==> src/rtl/regfile_wb_writer.sv <==
// Writeback-side driver of the register file write port: merges ALU and load results
// into a small in-order FIFO and retires one write per cycle to the regfile.
module regfile_wb_writer #(
    parameter int DEPTH  = 4,
    parameter int REG_W  = 32,
    parameter int ADDR_W = 5
) (
    input  logic                     clk,
    input  logic                     rst,
    input  logic                     flush,
    input  logic                     mem_valid,
    output logic                     mem_ready,
    input  logic [ADDR_W-1:0]        mem_waddr,
    input  logic [REG_W-1:0]         mem_wdata,
    input  logic                     alu_valid,
    output logic                     alu_ready,
    input  logic [ADDR_W-1:0]        alu_waddr,
    input  logic [REG_W-1:0]         alu_wdata,
    output logic                     we,
    output logic [ADDR_W-1:0]        waddr,
    output logic [REG_W-1:0]         wdata,
    output logic [$clog2(DEPTH):0]   count
);

    localparam int PTR_W = $clog2(DEPTH);
    localparam int CNT_W = PTR_W + 1;

    logic [ADDR_W-1:0] addrMem_q [DEPTH];
    logic [REG_W-1:0]  dataMem_q [DEPTH];

    logic [PTR_W-1:0]  rdPtr_q, rdPtr_d;
    logic [PTR_W-1:0]  wrPtr_q, wrPtr_d;
    logic [CNT_W-1:0]  count_q, count_d;

    logic [CNT_W-1:0]  free;
    logic              memHasWrite;
    logic              memPush;
    logic              aluPush;
    logic              pop;
    logic [CNT_W-1:0]  pushCnt;
    logic [PTR_W-1:0]  aluSlot;

    // Credit is taken from the registered count only, so a same-cycle pop never
    // frees a slot early; the load unit keeps priority for the last free slot.
    always_comb begin
        free        = CNT_W'(DEPTH) - count_q;
        memHasWrite = mem_valid && (mem_waddr != '0);
        mem_ready   = rst && !flush && (free >= CNT_W'(1));
        alu_ready   = rst && !flush &&
                      ((free >= CNT_W'(2)) || ((free == CNT_W'(1)) && !memHasWrite));
        memPush     = mem_valid && mem_ready && (mem_waddr != '0);
        aluPush     = alu_valid && alu_ready && (alu_waddr != '0);
        pop         = (count_q != '0);
        pushCnt     = CNT_W'(memPush) + CNT_W'(aluPush);
        aluSlot     = wrPtr_q + PTR_W'(memPush);
    end

    always_comb begin
        count_d = count_q;
        rdPtr_d = rdPtr_q;
        wrPtr_d = wrPtr_q;
        if (flush) begin
            count_d = '0;
            rdPtr_d = '0;
            wrPtr_d = '0;
        end else begin
            count_d = count_q + pushCnt - CNT_W'(pop);
            rdPtr_d = rdPtr_q + PTR_W'(pop);
            wrPtr_d = wrPtr_q + PTR_W'(pushCnt);
        end
    end

    always_ff @(posedge clk or negedge rst) begin
        if (!rst) begin
            count_q <= '0;
            rdPtr_q <= '0;
            wrPtr_q <= '0;
        end else begin
            count_q <= count_d;
            rdPtr_q <= rdPtr_d;
            wrPtr_q <= wrPtr_d;
        end
    end

    // The load entry always lands ahead of the ALU entry when both arrive together.
    always_ff @(posedge clk) begin
        if (memPush) begin
            addrMem_q[wrPtr_q] <= mem_waddr;
            dataMem_q[wrPtr_q] <= mem_wdata;
        end
        if (aluPush) begin
            addrMem_q[aluSlot] <= alu_waddr;
            dataMem_q[aluSlot] <= alu_wdata;
        end
    end

    always_comb begin
        we    = pop;
        waddr = pop ? addrMem_q[rdPtr_q] : '0;
        wdata = pop ? dataMem_q[rdPtr_q] : '0;
        count = count_q;
    end

    countBound: assert property (@(posedge clk) disable iff (!rst) count_q <= CNT_W'(DEPTH));

endmodule

==> config.mk <==
export PLATFORM = sky130hd
export DESIGN_NAME = regfile_wb_writer
export DESIGN_NICKNAME = d
export VERILOG_FILES = /design/src/rtl/regfile_wb_writer.sv
export SDC_FILE = /design/constraint.sdc
export NUM_CORES = 1
export LEC_CHECK = 0
export ABC_AREA = 1
export CORE_UTILIZATION = 50
export CTS_BUF_LIST = sky130_fd_sc_hd__clkbuf_4 sky130_fd_sc_hd__clkbuf_8
export CTS_CLUSTER_SIZE = 25
export DETAILED_ROUTE_END_ITERATION = 6
export PLACE_DENSITY = 0.86
export SKIP_CTS_REPAIR_TIMING = 1
export SLEW_MARGIN = 20
export SYNTH_ARGS = -nofsm -noshare
export SYNTH_HDL_FRONTEND = slang
export SYNTH_SLANG_ARGS = --single-unit
export TNS_END_PERCENT = 1
==> constraint.sdc <==
create_clock -name clk -period 5.16 [get_ports clk]
set_input_delay 1.032 -clock clk [delete_from_list [all_inputs] [get_ports clk]]
set_output_delay 1.032 -clock clk [all_outputs]
set_load 0.01 [all_outputs]
==> run metrics <==
IO Port Bufs 121; status finished, final reports clean; clk buf depth 2; Final Hold Viols 0; Setup Viol. Count Final 0; H-tree depth 4; Root Driver clkbuf_8; setup TNS 0 ns; Worst setup SP type register; max incr delay on CP 0.94 ns; Initial Util 51.86%; WP data arrival around 3.2 ns; GRT Resource Usage Total between 20 and 30%; worst path bufs/invs 2; multiplexer area fraction after synthesis 0%; hpwl dp 14250 um; CP max-delay cell dfrtp_2; leakage 4.157 nW; post-route cell area about 0.010 mm2; Worst Tran Pin Value 1.123 ns; pre-CTS WS 0.6505 ns; start point of the critical path rdPtr_q[1]; top cells by area, synth edfxtp_1 (51%), nand2_1 (13%), nand4_1 (11%); Max Freq 0.2350 GHz; row count 47; critical path class reg -> out; Via density approximately 6; wire per inst 18.54 um; warnings from Yosys 0; CP endpoint kind primary output; Initial DRC Count 1088; I/O Pins 122; initial antenna violation count 0; period utilization between 80 and 90%; Avg Cell Area, Syn about 8.4 um2; Adder-Cell Fraction of Synth Area 1.814%; pwr dens 447.6 mW/mm2; Critical Path RT 4.13 ns; CTS buffer count 17; Rel. slew slack 25.13%; later-pin clock latency in the skew report about 0.47 ns; Crit path depth 5; area grow syn2layout 19.84%; Post-Syn Area 0.008691 mm2; R2R depth 15; r2r setup slk approximately 1.2 ns; grt ovf 0; diode count 0; largest family of logic cells by synthesized area simple AND/OR/NAND/NOR gates; CTS clk-pin slew, worst paths 0.07 ns; vias in the first global route between 7000 and 8000; critical path, cell by cell inv_2, nor2_1, o21ai_0, a21oi_1, clkdlybuf4s50_1; Post-Synth Simple-Gate Area 31.38%; setup slack after layout 0.9044 ns; top cell type's share of synthesized area 51.14%; CP top delay family buffers and inverters; RSZ-0062 raised after global routing false; hold slack 0.7294 ns; routed vias 7983; Seq cells post-synth 155; post-synthesis compound-gate area fraction 7.040%; TritonCTS clock tree done; CP endpoint waddr[4]; Layout Skew 0.01280 ns; largest net degree at the start of global routing 109; FF-to-FF Start count[0]; Hold/Removal Path Class reg -> reg; Synth area leader edfxtp_1; final core utilization 62.14%; Post-Route WL between 20000 and 25000 um; Layout Nets 1190; post-synth cell types 23; r2r endpoint addrMem_q[0][2]; sequential fraction of the synthesis area 53.15%; die width 133.8 um; full die area 0.01791 mm2; antenna viol nets, final 0; Worst VDD drop 0.3129 mV; GP Congestion 0.8474; Final min period 4.256 ns; Post-Syn Nets around 1100; Cells after Synth 1032; max-slew violation count 0; Synth Area in XOR/XNOR 0.5039%; max-capacitance violation count 0; drt pass-1 iters 6; CTS sink cnt approximately 160; first-pass GRT wire length 38070 um; CP max FO 40; DR DRC count 0; die height between 100 and 150 um; Core Area about 0.017 mm2; Post-DP Area 0.009967 mm2; fraction of final layout cells sized beyond drive strength 1 under 10%
[cells in the mapped netlist]
cell      count
nand3_1       1
a21oi_4       1
o21ai_0      76
edfxtp_1    148
xor2_1        3
nor3_1        1
o31ai_1       2
inv_2         3
dfrtp_1       7
o21ai_1       1
ha_1         11
nand4_1     152
clkbuf_1     28
buf_4        10
xnor2_1       2
nor2_1      164
nand2_2       1
buf_1        10
nand2_1     305
fa_1          1
a21oi_1      39
inv_1        23
buf_2        43
[worst reg2reg max path, stage by stage, from the launching register on]
cell and delay (ns):
dfrtp_1 0.47, inv_1 0.10, ha_1 0.21, ha_2 0.33
nand2_1 0.06, nor2_1 0.11, a21oi_1 0.10, nand2_1 0.20
inv_1 0.12, ha_1 0.21, xnor2_1 0.45, inv_1 0.24
nor2_4 0.14, nand4_1 0.18, o21ai_4 0.41, buf_4 0.31
[logic make-up after synthesis]
| kind of cell | Yosys count |
|---|---|
| simple gates | 624 |
| flops | 155 |
| compound gates | 119 |
| buf+inv | 117 |
| fa+ha+maj | 12 |
| xor+xnor | 5 |
[power breakdown]
| group | internal [mW] | switching, mW |
|---|---|---|
| sequential | 1.52 | 0.0847 |
| combinational | 0.783 | 1.26 |
| clock | 0.584 | 0.437 |
| total | 2.88 | 1.78 |
[per-layer routing]
| metal | GRT usage [%] | up-vias | routed length (um) |
|---|---|---|---|
| li1 | - | 3723 | - |
| met1 | 34.02 | 3608 | 8880 |
| met2 | 46.72 | 571 | 12200 |
| met3 | 5.291 | 81 | 2796 |
| met4 | 13.83 | 0 | 808 |
| met5 | 0 | - | 0 |
[sequential cells by signal (all words and copies together), names as in the netlist]
register and cells:
dataMem_q 128, rdPtr_q 2, addrMem_q 20, wrPtr_q 2, count 3
[placed cells by master (no fill, tap or decap), types with 2 or more instances in the layout]
master             n
edfxtp_1         148
dfrtp_2            2
inv_1             23
clkinv_2           3
clkbuf_4           4
nor2_4             4
nand4_1          152
o31ai_4            2
bufinv_16          4
ha_1              10
nand2_1          305
buf_4             18
xnor2_1            2
xor2_1             3
dfrtp_1            5
clkdlybuf4s50_1  121
clkbuf_8          20
a21oi_1           39
o21ai_4            2
nor2_1           160
o21ai_0           74
[how the worst min path moves through the flow]
| stage | depth (start not counted) | slack, ns | startpoint | to |
|---|---|---|---|---|
| global placement | 3 | 0.70 | wrPtr_q[1] | wrPtr_q[1] |
| CTS | 3 | 0.74 | wrPtr_q[1] | wrPtr_q[1] |
| global route | 3 | 0.79 | wrPtr_q[1] | wrPtr_q[1] |
| finish | 3 | 0.73 | wrPtr_q[1] | wrPtr_q[1] |
| detailed placement | 3 | 0.72 | wrPtr_q[1] | wrPtr_q[1] |
| floorplan | 2 | 0.63 | rdPtr_q[0] | rdPtr_q[1] |
[stage by stage]
stage,power [mW],instances
finish,4.662,1332
global route,4.884,1332
CTS,4.646,1332
detailed placement,3.639,1300
global placement,3.588,1300
floorplan,2.755,1032
[area by class of cell]
cell class / instances / area [um2]
Timing Repair Buffer: 139 / 1346
Tap cell: 220 / 275.3
Fill cell: 1333 / 6345
Clock buffer: 24 / 305.3
Inverter: 26 / 101.3
Clock inverter: 8 / 141.4
Multi-Input combinational cell: 760 / 3623
Sequential cell: 155 / 4622
No activity file was read; power rests on OpenSTA's default activity.
